## src/rtl/queue_transfer_pkg.sv

```systemverilog
// Shared state encoding and default sizing for the deserializer-to-queue
// transfer controller.
package queue_transfer_pkg;

  typedef enum logic [2:0] {
    IDLE,
    ENQ,
    WAIT,
    DROP,
    ACK
  } xfer_state_t;

  localparam int DATA_W_DEF      = 8;
  localparam int LEN_W_DEF       = 4;
  localparam int QUEUE_DEPTH_DEF = 8;
  localparam int TIMEOUT_DEF     = 15;
  localparam int DROP_W_DEF      = 8;

endpackage

```

## src/rtl/queue_transfer_ctrl_wait_timer.sv

```systemverilog
// Counts cycles spent waiting for the queue to confirm an enqueue; expired
// is raised on the last allowed wait cycle.
module wait_timer #(
  parameter int TIMEOUT = 15
) (
  input  logic clock,
  input  logic reset,
  input  logic clear,
  input  logic run,
  output logic expired
);

  localparam int                 TIMER_W = $clog2(TIMEOUT + 1);
  localparam logic [TIMER_W-1:0] LAST    = TIMER_W'(TIMEOUT - 1);

  logic [TIMER_W-1:0] count_q;
  logic [TIMER_W-1:0] count_d;

  // Parks on LAST so a stale count can never wrap back below it.
  always_comb begin
    count_d = count_q;
    if (clear) begin
      count_d = '0;
    end else if (run && (count_q != LAST)) begin
      count_d = count_q + TIMER_W'(1);
    end
  end

  always_ff @(posedge clock or posedge reset) begin
    if (reset) begin
      count_q <= '0;
    end else begin
      count_q <= count_d;
    end
  end

  assign expired = (count_q == LAST);

endmodule

```

## src/rtl/queue_transfer_ctrl.sv

```systemverilog
// Moves each deserialized word into the queue with a four-phase
// data_ready_in / ack_out handshake, counting drops and flagging lost confirms.
module queue_transfer_ctrl
  import queue_transfer_pkg::*;
#(
  parameter int DATA_W      = DATA_W_DEF,
  parameter int LEN_W       = LEN_W_DEF,
  parameter int QUEUE_DEPTH = QUEUE_DEPTH_DEF,
  parameter int TIMEOUT     = TIMEOUT_DEF,
  parameter int DROP_W      = DROP_W_DEF
) (
  input  logic              clock,
  input  logic              reset,
  input  logic              data_ready_in,
  input  logic [DATA_W-1:0] des_data_in,
  input  logic [LEN_W-1:0]  len_in,
  output logic              enqueue_out,
  output logic [DATA_W-1:0] queue_data_out,
  output logic              ack_out,
  output logic              busy_out,
  output logic [DROP_W-1:0] drop_count_out,
  output logic              error_out
);

  localparam logic [LEN_W-1:0]  FULL_LEN = LEN_W'(QUEUE_DEPTH);
  localparam logic [DROP_W-1:0] DROP_MAX = {DROP_W{1'b1}};

  xfer_state_t       state_q, state_d;
  logic [DATA_W-1:0] data_q, data_d;
  logic [LEN_W-1:0]  snap_q, snap_d;
  logic [DROP_W-1:0] drop_q, drop_d;
  logic              error_q, error_d;
  logic              enq_q, enq_d;
  logic              ack_q, ack_d;
  logic              busy_q, busy_d;

  logic timer_clear;
  logic timer_run;
  logic timer_expired;

  wait_timer #(
    .TIMEOUT (TIMEOUT)
  ) u_wait_timer (
    .clock   (clock),
    .reset   (reset),
    .clear   (timer_clear),
    .run     (timer_run),
    .expired (timer_expired)
  );

  always_comb begin
    state_d     = state_q;
    data_d      = data_q;
    snap_d      = snap_q;
    drop_d      = drop_q;
    error_d     = error_q;
    timer_clear = 1'b0;
    timer_run   = 1'b0;

    case (state_q)
      IDLE: begin
        if (data_ready_in) begin
          data_d  = des_data_in;
          state_d = (len_in >= FULL_LEN) ? DROP : ENQ;
        end
      end
      ENQ: begin
        snap_d      = len_in;
        timer_clear = 1'b1;
        state_d     = WAIT;
      end
      WAIT: begin
        // A same-cycle dequeue can hide the enqueue; the timeout still acks the word.
        timer_run = 1'b1;
        if (len_in != snap_q) begin
          state_d = ACK;
        end else if (timer_expired) begin
          error_d = 1'b1;
          state_d = ACK;
        end
      end
      DROP: begin
        if (drop_q != DROP_MAX) begin
          drop_d = drop_q + DROP_W'(1);
        end
        state_d = ACK;
      end
      ACK: begin
        if (!data_ready_in) begin
          state_d = IDLE;
        end
      end
      default: begin
        state_d = IDLE;
      end
    endcase

    // Outputs are decoded from the next state so they come straight off flops.
    enq_d  = (state_d == ENQ);
    ack_d  = (state_d == ACK);
    busy_d = (state_d != IDLE);
  end

  always_ff @(posedge clock or posedge reset) begin
    if (reset) begin
      state_q <= IDLE;
      data_q  <= '0;
      snap_q  <= '0;
      drop_q  <= '0;
      error_q <= 1'b0;
      enq_q   <= 1'b0;
      ack_q   <= 1'b0;
      busy_q  <= 1'b0;
    end else begin
      state_q <= state_d;
      data_q  <= data_d;
      snap_q  <= snap_d;
      drop_q  <= drop_d;
      error_q <= error_d;
      enq_q   <= enq_d;
      ack_q   <= ack_d;
      busy_q  <= busy_d;
    end
  end

  assign enqueue_out    = enq_q;
  assign queue_data_out = data_q;
  assign ack_out        = ack_q;
  assign busy_out       = busy_q;
  assign drop_count_out = drop_q;
  assign error_out      = error_q;

endmodule

```

## config.mk

```make
export PLATFORM = sky130hd
export DESIGN_NAME = queue_transfer_ctrl
export DESIGN_NICKNAME = d
export VERILOG_FILES = /design/src/rtl/queue_transfer_pkg.sv /design/src/rtl/queue_transfer_ctrl_wait_timer.sv /design/src/rtl/queue_transfer_ctrl.sv
export SDC_FILE = /design/constraint.sdc
export NUM_CORES = 1
export LEC_CHECK = 0
export CAP_MARGIN = 20
export CORE_UTILIZATION = 30
export CTS_BUF_LIST = sky130_fd_sc_hd__clkbuf_16
export CTS_CLUSTER_SIZE = 20
export DETAILED_ROUTE_END_ITERATION = 8
export DONT_BUFFER_PORTS = 1
export PLACE_DENSITY = 0.47
export SETUP_SLACK_MARGIN = 0.15
export SYNTH_ARGS = -nofsm -noshare
export SYNTH_HDL_FRONTEND = slang
export SYNTH_SLANG_ARGS = --single-unit
export TNS_END_PERCENT = 10
```

## constraint.sdc

```tcl
create_clock -name clock -period 2.95 [get_ports clock]
set_clock_uncertainty 0.15 [all_clocks]
set_input_delay 0.59 -clock clock [delete_from_list [all_inputs] [get_ports clock]]
set_output_delay 0.59 -clock clock [all_outputs]
set_load 0.005 [all_outputs]
```

Yosys cells after proc, flatten, opt, wreduce, memory -nomap -nowiden
Cells that the tools add are included.
- output and inout bits: 20
- word-level logic and storage cells: 40
- memory bits (writable): 0
- memory bits (read-only): 0
- bits in registers: 31
- input bits: 15
- bits in latches: 0
- memories kept: 0
- add/sub/neg operators: 2
- div/mod/pow operators: 0
- bitwise logic cells: 1
- shifts and indexed selects: 0
- multiply operators: 0
- mux-type cells: 10
- eq/ne operators: 10
- $lt $le $gt $ge: 1
- reduce and logical (&&, ||, !) cells: 7
- operators with widths (kind ; count):
    case mux 3 bit (5 select lines) ; 1
    2-to-1 mux 3 bit ; 4
    adder 8 x 1 -> 8 bit, second input constant ; 1
    2-to-1 mux 4 bit ; 2
    inequality test 8 bit, second input constant ; 1
    == test 3 x 1 -> 1 bit, second input constant ; 2
    == test 3 x 2 -> 1 bit, second input constant ; 2
    == test 3 bit, second input constant ; 2
    adder 4 x 1 -> 4 bit, second input constant ; 1
    == test 4 bit, second input constant ; 1
    greater-or-equal comparator 4 bit, second input constant ; 1
    inequality test 4 bit ; 1
    inequality test 4 bit, second input constant ; 1
    AND reduction 2 bit ; 2
    zero test 3 bit ; 1
    AND reduction 3 bit ; 1
    nonzero test 3 bit ; 1
    2-to-1 mux 1 bit ; 2
    2-to-1 mux 2 bit ; 1
    nonzero test 2 bit ; 1
    logical AND 1 bit ; 1
    inverter 1 bit ; 1

Depth between registers and ports, before layout
Gate-level depths: netlist of run 1.
- depth in word-level cells: 5
- depth in mapped cells: 6
- gate-level depth less buffers: 6

By module
Synthesis of run 1 repeated with hierarchy kept, for this count alone.
- cells, all modules: 120
- area total of the unflattened synthesis: 1506.4 um^2
- modules (own cells, without submodules) (module ; sequential area each (um^2) ; times used ; area each (um^2) ; cells an instance):
    queue_transfer_ctrl ; 675.6 ; 1 ; 1291.2 ; 97
    wait_timer ; 100.1 ; 1 ; 215.2 ; 23

Worst setup path after synthesis of run 1
No wires, ideal clock.
- path kind: input to register
- from: in data_ready_in
- to: reg data_q[0] (netlist: queue_data_out[0])
- path buffers: 0
- slack: 1.197 ns
- data arrival time: 1.478 ns
- stages on the path: 3
- setup time: 0.125 ns
- required time: 2.675 ns
- path through: or3b_4 > nor2_8 > mux2_2
- word-level cells in the longest chain between the ends: 1
- ends and longest elaborated chain (what ; RTL line ; RTL):
    start: declaration ; queue_transfer_ctrl.sv:14 ; input logic data_ready_in,
    AND reduction 2 bit (no source line) ; -- ;
    end signal: assignment ; queue_transfer_ctrl.sv:116 ; data_q <= data_d;
    end: declaration ; queue_transfer_ctrl.sv:29 ; logic [DATA_W-1:0] data_q, data_d;
No other way between the ends.
A chain may end at the register's enable or synchronous reset.

Worst setup path after layout of run 1
- from: reg drop_q[0] (netlist: drop_count_out[0])
- to: reg drop_q[1] (netlist: drop_count_out[1])
- word-level cells in the longest chain between the ends: 2
- elaborated cells between the ends (all ways): 3
- those cells by class: add/sub (1); eq/ne (1); reduce/logical (1)
- ends and longest elaborated chain (what ; RTL line ; RTL):
    start: declaration ; queue_transfer_ctrl.sv:31 ; logic [DROP_W-1:0] drop_q, drop_d;
    start signal: assignment ; queue_transfer_ctrl.sv:118 ; drop_q <= drop_d;
    parallel branches: the longest is 2 deep, another holds adder 8 x 1 -> 8 bit ; -- ;
Several ways; the timed one is not identified.

==> load_flow_metrics.sql, run 1 <==
INSERT INTO impl_metrics (metric_group, metric, value, unit) VALUES
('run_status', 'outcome', 'finished, final reports clean', ''),
('global_routing', 'grt_max_degree', '32', ''),
('floorplan', 'design.core.area', '0.00441', 'sq mm'),
('route', 'first_pass_iters', '4', ''),
('clocking', 'cts.repair.resized', '0', ''),
('clocking', 'cts_num_sinks', '31', ''),
('placed_design', 'pre_cts_ws', '1.14', 'ns'),
('synth', 'synth_nets', '130', ''),
('run', 'timing.max_cap.violations', '0', ''),
('synth', 'ys_async_sr_fraction', '100', '%'),
('sta', 'final_critical_path_setup_slack', '1.16', 'ns'),
('synth', 'number_of_enable_flip_flop_cells_after_synthesis', '0', ''),
('global_routing', 'grt_pass1_wl', '4310', 'um'),
('worst_setup_path', 'cp_max_fo', '4', ''),
('worst_setup_path', 'worst_ep_required_time', '2.96', 'ns'),
('worst_setup_path', 'critical_path.endpoint_type', 'flop', ''),
('route', 'first_iter_violations', '28', ''),
('route', 'wirelength', '2480', 'um'),
('power', 'total_power', '1.76', 'mW'),
('synth', 'post_synth_inst_count', '112', ''),
('route', 'drc', '0', ''),
('synth', 'netlist-cell-type-count', '31', ''),
('floorplan', 'die_width', '70.2', 'um'),
('placed_design', 'routabilityCongestion', '0.728', ''),
('layout', 'final_nets', '136', ''),
('placed_design', 'place.port_buffers', '0', ''),
('sta', 'achievable-frequency', '0.558', 'GHz'),
('global_routing', 'global_route.usage.met2', '18.6', '%'),
('power', 'power.ir.vdd_worst', '0.000416', 'V'),
('placed_design', 'place_inst', '163', ''),
('clocking', 'ctsHtreeMaxLevel', '2', ''),
('clocking', 'tritoncts_clock_tree', 'yes', ''),
('clocking', 'post_cts.repair.setup_buffers', '0', ''),
('layout', 'nFillCells', '431', ''),
('min_path', 'hp-class', 'in -> async', ''),
('worst_setup_path', 'critPathArrivalTime', '1.80', 'ns'),
('synth', 'synth_area_leader_cell', 'sky130_fd_sc_hd__dfrtp_1', ''),
('floorplan', 'initial_utilization', '31.6', '%'),
('clocking', 'clkSlewWorstSetupHoldPaths', '0.05', 'ns'),
('worst_setup_path', 'setup.worst_path.class', 'reg -> reg', ''),
('global_routing', 'antenna_found_initial', '0', ''),
('sta', 'timing_worst_slew_pin_value', '0.602', 'ns'),
('global_routing', 'grt_util_met3', '5.05', '%'),
('synth', 'syn-cell-area', '0.00140', 'sq mm'),
('sta', 'rsz0062_at_grt', 'false', ''),
('clocking', 'cts-root-to-sink-buffers', '2', ''),
('global_routing', 'globalRoute.busiestLayer', 'met2', ''),
('worst_setup_path', 'type_of_origin_of_the_critical_path', 'flop', ''),
('synth', 'yosys_register_bits', '31', ''),
('clocking', 'cts-buffers-inserted', '5', ''),
('sta', 'final-max-slew-violation-count', '0', ''),
('synth', 'synth_sequential_area_ratio', '55.6', '%'),
('floorplan', 'dieHeight', '70.2', 'um'),
('layout', 'stdcell_count', '171', ''),
('floorplan', 'placement_rows', '24', ''),
('sta', 'setup_violations', '0', ''),
('sta', 'final.setup.tns', '0', 'ns'),
('sta', 'period_needed', '1.79', 'ns'),
('route', 'wl_per_cell', '14.5', 'um'),
('synth', 'synth_top_cells_by_area', 'sky130_fd_sc_hd__dfrtp_1 56%, sky130_fd_sc_hd__mux2_2 10%, sky130_fd_sc_hd__xor2_1 3.8%, sky130_fd_sc_hd__ha_1 2.7%, sky130_fd_sc_hd__xnor2_1 1.9%', ''),
('synth', 'synthesis.yosys.warnings', '0', ''),
('sta', 'fin_crit_sh', '60.7', '%'),
('floorplan', 'ios', '35', ''),
('placed_design', 'dp_hpwl', '1770', 'um'),
('floorplan', 'fp.dieArea', '0.00493', 'sq mm'),
('layout', 'drive_above_1_share', '23.5', '%'),
('sta', 'slew_headroom', '59.5', '%'),
('layout', 'area_growth', '17.4', '%'),
('sta', 'finalHoldViolations', '0', ''),
('route', 'routed-via-count', '863', ''),
('synth', 'ys.flop_type', 'sky130_fd_sc_hd__dfrtp_1', ''),
('layout', 'antenna-diode-count', '0', ''),
('route', 'avgViaCountPerCell', '5.05', ''),
('global_routing', 'grt_util_met1', '12.8', '%'),
('power', 'cell_leakage_power', '0.730', 'nW'),
('power', 'pwr_density_cell', '1080', 'mW/mm^2'),
('global_routing', 'track_usage', '11.5', '%'),
('clocking', 'cts_hold_buffers', '0', ''),
('route', 'detail-route-antenna-nets', '0', ''),
('global_routing', 'grt-ovfl-total', '0', ''),
('synth', 'post_synth.cell_area_avg', '12.5', 'sq um'),
('clocking', 'clockRootBuffer', 'sky130_fd_sc_hd__clkbuf_16', ''),
('global_routing', 'first_global_vias', '948', ''),
('clocking', 'clk-insertion-delay-late', '0.27', 'ns'),
('synth', 'synth_top_area_share', '55.6', '%');
## cells in the mapped netlist (2+ instances only)
library cell               n
sky130_fd_sc_hd__dfrtp_1  31
sky130_fd_sc_hd__mux2_2   13
sky130_fd_sc_hd__nand2_1   6
sky130_fd_sc_hd__xor2_1    6
sky130_fd_sc_hd__nand3_1   5
sky130_fd_sc_hd__o21ai_0   5
sky130_fd_sc_hd__a31oi_1   4
sky130_fd_sc_hd__nor2_1    4
sky130_fd_sc_hd__a21oi_1   3
sky130_fd_sc_hd__ha_1      3
sky130_fd_sc_hd__inv_1     3
sky130_fd_sc_hd__nand4_1   3
sky130_fd_sc_hd__nor3_1    3
sky130_fd_sc_hd__xnor2_1   3
sky130_fd_sc_hd__buf_6     2
sky130_fd_sc_hd__nor2b_1   2
sky130_fd_sc_hd__o31ai_1   2
## layout by cell type, fill, tap and decap left out, drive strengths merged
master / Yosys / routed
dfrtp: 31 / 31
mux2: 14 / 14
nand2: 6 / 6
xor2: 6 / 6
nand3: 5 / 5
o21ai: 5 / 5
clkbuf: 0 / 5
nor2: 5 / 5
a31oi: 4 / 4
nand4: 3 / 3
xnor2: 3 / 3
nor3: 3 / 3
a21oi: 3 / 3
inv: 3 / 3
ha: 3 / 3
nor2b: 2 / 2
o31ai: 2 / 2
bufinv: 0 / 2
or2: 2 / 2
and3: 2 / 2
and3b: 1 / 1
and4: 1 / 1
nor3b: 1 / 1
nor4: 1 / 1
a41o: 1 / 1
a41oi: 1 / 1
or3b: 1 / 1
nand2b: 1 / 1
clkinvlp: 0 / 1
buf: 2 / 1
## state kept, by name (all words and copies together) (netlist names)
| name | count |
|---|---|
| drop_count_out | 8 |
| queue_data_out | 8 |
| snap_q | 4 |
| u_wait_timer.count_q | 4 |
| state_q | 3 |
| ack_out | 1 |
| busy_out | 1 |
| enqueue_out | 1 |
| error_out | 1 |
## path summary, 6_finish.rpt
kind | startpoint | to | slack (ns) | depth (start not counted)
min in group clock | len_in[3] | enqueue_out | 0.24 | 1
min reg2reg | u_wait_timer.count_q[3] | u_wait_timer.count_q[3] | 0.32 | 1
max in group asynchronous | reset | queue_data_out[6] | 2.23 | 2
max | drop_count_out[0] | drop_count_out[1] | 1.16 | 5
min | reset | drop_count_out[7] | 0.14 | 2
max reg2reg | drop_count_out[0] | drop_count_out[1] | 1.16 | 5
## cells by family (layout without fill, tap and decap cells)
| group | count (synthesis) | in the layout | share of synthesized area, % |
|---|---|---|---|
| adders and majority gates | 3 | 3 | 2.69 |
| xor gates and xnor gates | 9 | 9 | 5.65 |
| DFF | 31 | 31 | 55.6 |
| buffers and inverters | 5 | 12 | 2.42 |
| and+or+nand+nor | 34 | 34 | 15.3 |
| AOI/OAI and AO/OA | 16 | 16 | 7.08 |
| muxes | 14 | 14 | 11.3 |
## worst max-delay path: stages, from the launching register on
cell	delay [ns]
sky130_fd_sc_hd__dfrtp_1	0.42
sky130_fd_sc_hd__ha_1	0.24
sky130_fd_sc_hd__nand3_1	0.11
sky130_fd_sc_hd__or2_2	0.30
sky130_fd_sc_hd__nand2_1	0.12
sky130_fd_sc_hd__mux2_2	0.34
## power breakdown
group          total, mW  leakage [nW]  internal, mW  switching (mW)
Sequential         0.745         0.394         0.585           0.159
Combinational      0.353         0.246         0.194           0.159
Clock              0.666        0.0900         0.483           0.183
## layout make-up
class / count / area, sq um / share of cell area (%)
clock inverter: 3 / 67.6 / 4.12
multi-input combinational: 76 / 587 / 35.8
clock buffer: 5 / 125 / 7.63
inverter: 3 / 11.3 / 0.687
timing repair buffer: 1 / 7.51 / 0.458
sequential: 31 / 776 / 47.3
tap: 52 / 65.1 / 3.97
## metal layers
metal | part of all wire (%) | up-vias
li1 | - | 413
met1 | 44 | 418
met2 | 47 | 27
met3 | 6.5 | 5
met4 | 1.8 | 0
met5 | 0 | -
## per-stage QoR
step                utilization, %  hold WS [ns]  cell area, sq um
floorplan                        -         0.294              1400
global placement              32.8         0.317              1450
detailed placement            32.8         0.317              1450
CTS                           37.1         0.148              1640
global route                  37.1         0.181              1640
finish                        37.1         0.138              1640
Note: power is estimated with default switching activity, not from simulation.
==> run 2, diff against run 1 <==
==> constraint.sdc (replaced) <==
create_clock -name clock -period 1.8 [get_ports clock]
set_clock_uncertainty 0.15 [all_clocks]
set_input_delay 0.36 -clock clock [delete_from_list [all_inputs] [get_ports clock]]
set_output_delay 0.36 -clock clock [all_outputs]
set_load 0.005 [all_outputs]
==> run 2 against run 1 <==
  * Die area did not move
  * Clock power rose by 13%
  * Routed wire length rose by 4.3%
  * Non-clock buffer count rose by 13
  * Maximum frequency rose by 11%
  * Sequential share of layout area fell by 2.5 points
  * Worst setup slack got worse by 0.98 ns
  * Final cell count rose by 7.6%
==> load_flow_metrics.sql, run 2 (same netlist as run 1, synthesis figures left out) <==
INSERT INTO impl_metrics (metric_group, metric, value, unit) VALUES
('layout', 'nFillCells', '430', ''),
('worst_setup_path', 'critPathArrivalTime', '1.62', 'ns'),
('floorplan', 'initial_utilization', '31.6', '%'),
('clocking', 'clk-insertion-delay-late', '0.27', 'ns'),
('power', 'sw_frac_of_total', '30.6', '%'),
('power', 'pwr_density_cell', '1620', 'mW/mm^2'),
('sta', 'period_needed', '1.62', 'ns'),
('floorplan', 'die_width', '70.2', 'um'),
('run', 'timing.max_cap.violations', '0', ''),
('layout', 'mostFrequentLayoutCell', 'sky130_fd_sc_hd__dfrtp_1', ''),
('clocking', 'cts_num_sinks', '31', ''),
('floorplan', 'dieHeight', '70.2', 'um'),
('run_status', 'outcome', 'finished, final reports clean', ''),
('sta', 'setup_violations', '0', ''),
('placed_design', 'pre_cts_ws', '0.120', 'ns'),
('power', 'power_frac_comb', '31.6', '%'),
('placed_design', 'dp_hpwl', '1810', 'um'),
('placed_design', 'place.port_buffers', '0', ''),
('sta', 'final-max-slew-violation-count', '0', ''),
('worst_setup_path', 'worst_ep_required_time', '1.80', 'ns'),
('global_routing', 'grt_max_degree', '32', ''),
('sta', 'final_critical_path_setup_slack', '0.181', 'ns'),
('min_path', 'hp-class', 'in -> reg', ''),
('sta', 'rsz0062_at_grt', 'true', ''),
('route', 'first_pass_iters', '4', ''),
('worst_setup_path', 'crit_end', 'drop_count_out[1]', ''),
('worst_setup_path', 'setup.worst_path.class', 'reg -> reg', ''),
('power', 'cell_leakage_power', '0.784', 'nW'),
('sta', 'slew_headroom', '74.2', '%'),
('route', 'detail-route-antenna-nets', '0', ''),
('clocking', 'clkSlewWorstSetupHoldPaths', '0.05', 'ns'),
('global_routing', 'track_usage', '11.5', '%'),
('route', 'avgViaCountPerCell', '5.07', ''),
('worst_setup_path', 'type_of_origin_of_the_critical_path', 'flop', ''),
('floorplan', 'fp.dieArea', '0.00493', 'sq mm'),
('placed_design', 'routabilityCongestion', '0.700', ''),
('sta', 'fin_crit_sh', '90.0', '%'),
('global_routing', 'grt-ovfl-total', '0', ''),
('sta', 'timing_worst_slew_pin_value', '0.387', 'ns'),
('worst_setup_path', 'worst_path_largest_cell_delay', '0.41', 'ns'),
('layout', 'final_core_util', '39.2', '%'),
('clocking', 'cts-root-to-sink-buffers', '2', ''),
('floorplan', 'design.core.area', '0.00441', 'sq mm'),
('power', 'seqPwrFrac', '41.5', '%'),
('layout', 'final_cell_mix', '31 x sky130_fd_sc_hd__dfrtp_1, 12 x sky130_fd_sc_hd__mux2_2, 12 x sky130_fd_sc_hd__buf_4, 6 x sky130_fd_sc_hd__xor2_1', ''),
('clocking', 'tritoncts_clock_tree', 'yes', ''),
('power', 'internal_power', '1.94', 'mW'),
('worst_setup_path', 'crit_cells', '5', ''),
('layout', 'final_nets', '150', ''),
('worst_setup_path', 'cp_max_fo', '4', ''),
('worst_setup_path', 'timing.rr.start', 'drop_count_out[1]', ''),
('route', 'drc', '0', ''),
('global_routing', 'antenna_found_initial', '0', ''),
('route', 'routed-via-count', '933', ''),
('worst_setup_path', 'crit_path_start', 'drop_count_out[1]', ''),
('layout', 'area_growth', '23.8', '%'),
('sta', 'finalHoldViolations', '0', ''),
('worst_setup_path', 'critical_path.reg2reg.endpoint', 'drop_count_out[1]', ''),
('route', 'wirelength', '2580', 'um'),
('power', 'p_sw', '0.856', 'mW'),
('floorplan', 'placement_rows', '24', ''),
('worst_setup_path', 'critical_path.endpoint_type', 'flop', ''),
('floorplan', 'ios', '35', ''),
('clocking', 'clockRootBuffer', 'sky130_fd_sc_hd__clkbuf_16', ''),
('layout', 'drive_above_1_share', '32.6', '%'),
('sta', 'final.setup.tns', '0', 'ns'),
('worst_setup_path', 'worst_path_max_delay_cell', 'sky130_fd_sc_hd__dfrtp_1', ''),
('worst_setup_path', 'critical-path-top-delay-family', 'simple AND/OR/NAND/NOR gates', ''),
('global_routing', 'first_global_vias', '972', ''),
('clocking', 'cts-buffers-inserted', '5', ''),
('layout', 'antenna-diode-count', '0', ''),
('worst_setup_path', 'reg2reg_slack', '0.18', 'ns'),
('power', 'power.ir.vdd_worst', '0.000810', 'V'),
('route', 'wl_per_cell', '14.0', 'um'),
('clocking', 'ctsHtreeMaxLevel', '2', ''),
('worst_setup_path', 'cp_num_buf_inv', '0', ''),
('sta', 'achievable-frequency', '0.618', 'GHz'),
('power', 'share_clk_of_total_power', '26.9', '%'),
('worst_setup_path', 'cp_cell_instances', 'ha_2 > nand3_1 > or2_4 > nand2_4 > mux2_4', ''),
('route', 'first_iter_violations', '63', ''),
('global_routing', 'grt_pass1_wl', '4370', 'um'),
('worst_setup_path', 'r2r_cells', '5', '');
[run 2: worst reg2reg max path, stage by stage (launching register included)]
cell                      delay [ns]
sky130_fd_sc_hd__dfrtp_1        0.41
sky130_fd_sc_hd__ha_2           0.20
sky130_fd_sc_hd__nand3_1        0.10
sky130_fd_sc_hd__or2_4          0.27
sky130_fd_sc_hd__nand2_4        0.08
sky130_fd_sc_hd__mux2_4         0.29
[run 2: layout make-up]
type                            instances  area [sq um]  share of cell area [%]
Sequential cell                        31           776                    44.9
Multi-Input combinational cell         77           632                    36.5
Clock buffer                            5           125                    7.24
Timing Repair Buffer                   14           111                    6.44
Tap cell                               52          65.1                    3.76
Inverter                                3          11.3                   0.651
Clock inverter                          2          8.76                   0.507
[run 2: routing by layer]
layer	GRT usage, %	share of wire [%]	up-vias
li1	-	-	444
met1	13.8	43	460
met2	17.8	48	27
met3	4.91	7.9	2
met4	5.33	0.66	0
met5	0	0	-
[run 2: timing repair]
action,CTS,global route
endpoints found under the setup margin,9,20
gates resized for setup,0,7
hold buffers,1,0
pin swaps,3,4
setup buffers,4,2
cloned,1,0
hold endpoints to repair,31,0
[run 2: power by group through the flow]
| stage | Clock [mW] | Combinational, mW | Sequential, mW |
|---|---|---|---|
| final | 0.752 | 0.883 | 1.16 |
| after detailed placement | 0 | 0.739 | 1.18 |
| after floorplan | 0 | 0.598 | 1.13 |
| after CTS | 0.784 | 0.825 | 1.17 |
| after global placement | 0 | 0.721 | 1.17 |
| after global routing | 0.806 | 0.977 | 1.19 |
[run 2: worst min-delay path by stage]
stage | to | slack, ns | cells past startpoint | startpoint
floorplan | enqueue_out | 0.28 | 1 | len_in[3]
global placement | queue_data_out[0] | 0.21 | 2 | reset
detailed placement | queue_data_out[0] | 0.21 | 2 | reset
CTS | enqueue_out | 0.008 | 1 | len_in[3]
global route | enqueue_out | 0.01 | 1 | len_in[3]
finish | enqueue_out | 0.01 | 1 | len_in[3]
[run 2: stage by stage]
step | hold WS [ns] | std cells | cell area, sq um | total power, mW
floorplan | 0.283 | 112 | 1400 | 1.72
global route | 0.0133 | 184 | 1730 | 2.98
finish | 0.0137 | 184 | 1730 | 2.80
global placement | 0.206 | 169 | 1500 | 1.90
detailed placement | 0.213 | 169 | 1500 | 1.92
CTS | 0.00806 | 182 | 1680 | 2.77
==> run 3, diff against run 2 <==
--- a/config.mk
+++ b/config.mk
@@ -11,8 +11,10 @@
 export CTS_CLUSTER_SIZE = 20
 export DETAILED_ROUTE_END_ITERATION = 8
 export DONT_BUFFER_PORTS = 1
+export GPL_TIMING_DRIVEN = 1
 export PLACE_DENSITY = 0.47
 export SETUP_SLACK_MARGIN = 0.15
+export SLEW_MARGIN = 40
 export SYNTH_ARGS = -nofsm -noshare
 export SYNTH_HDL_FRONTEND = slang
 export SYNTH_SLANG_ARGS = --single-unit
==> results of run 3 <==
No change in the layout: final DEF, timing and power equal those of run 2.
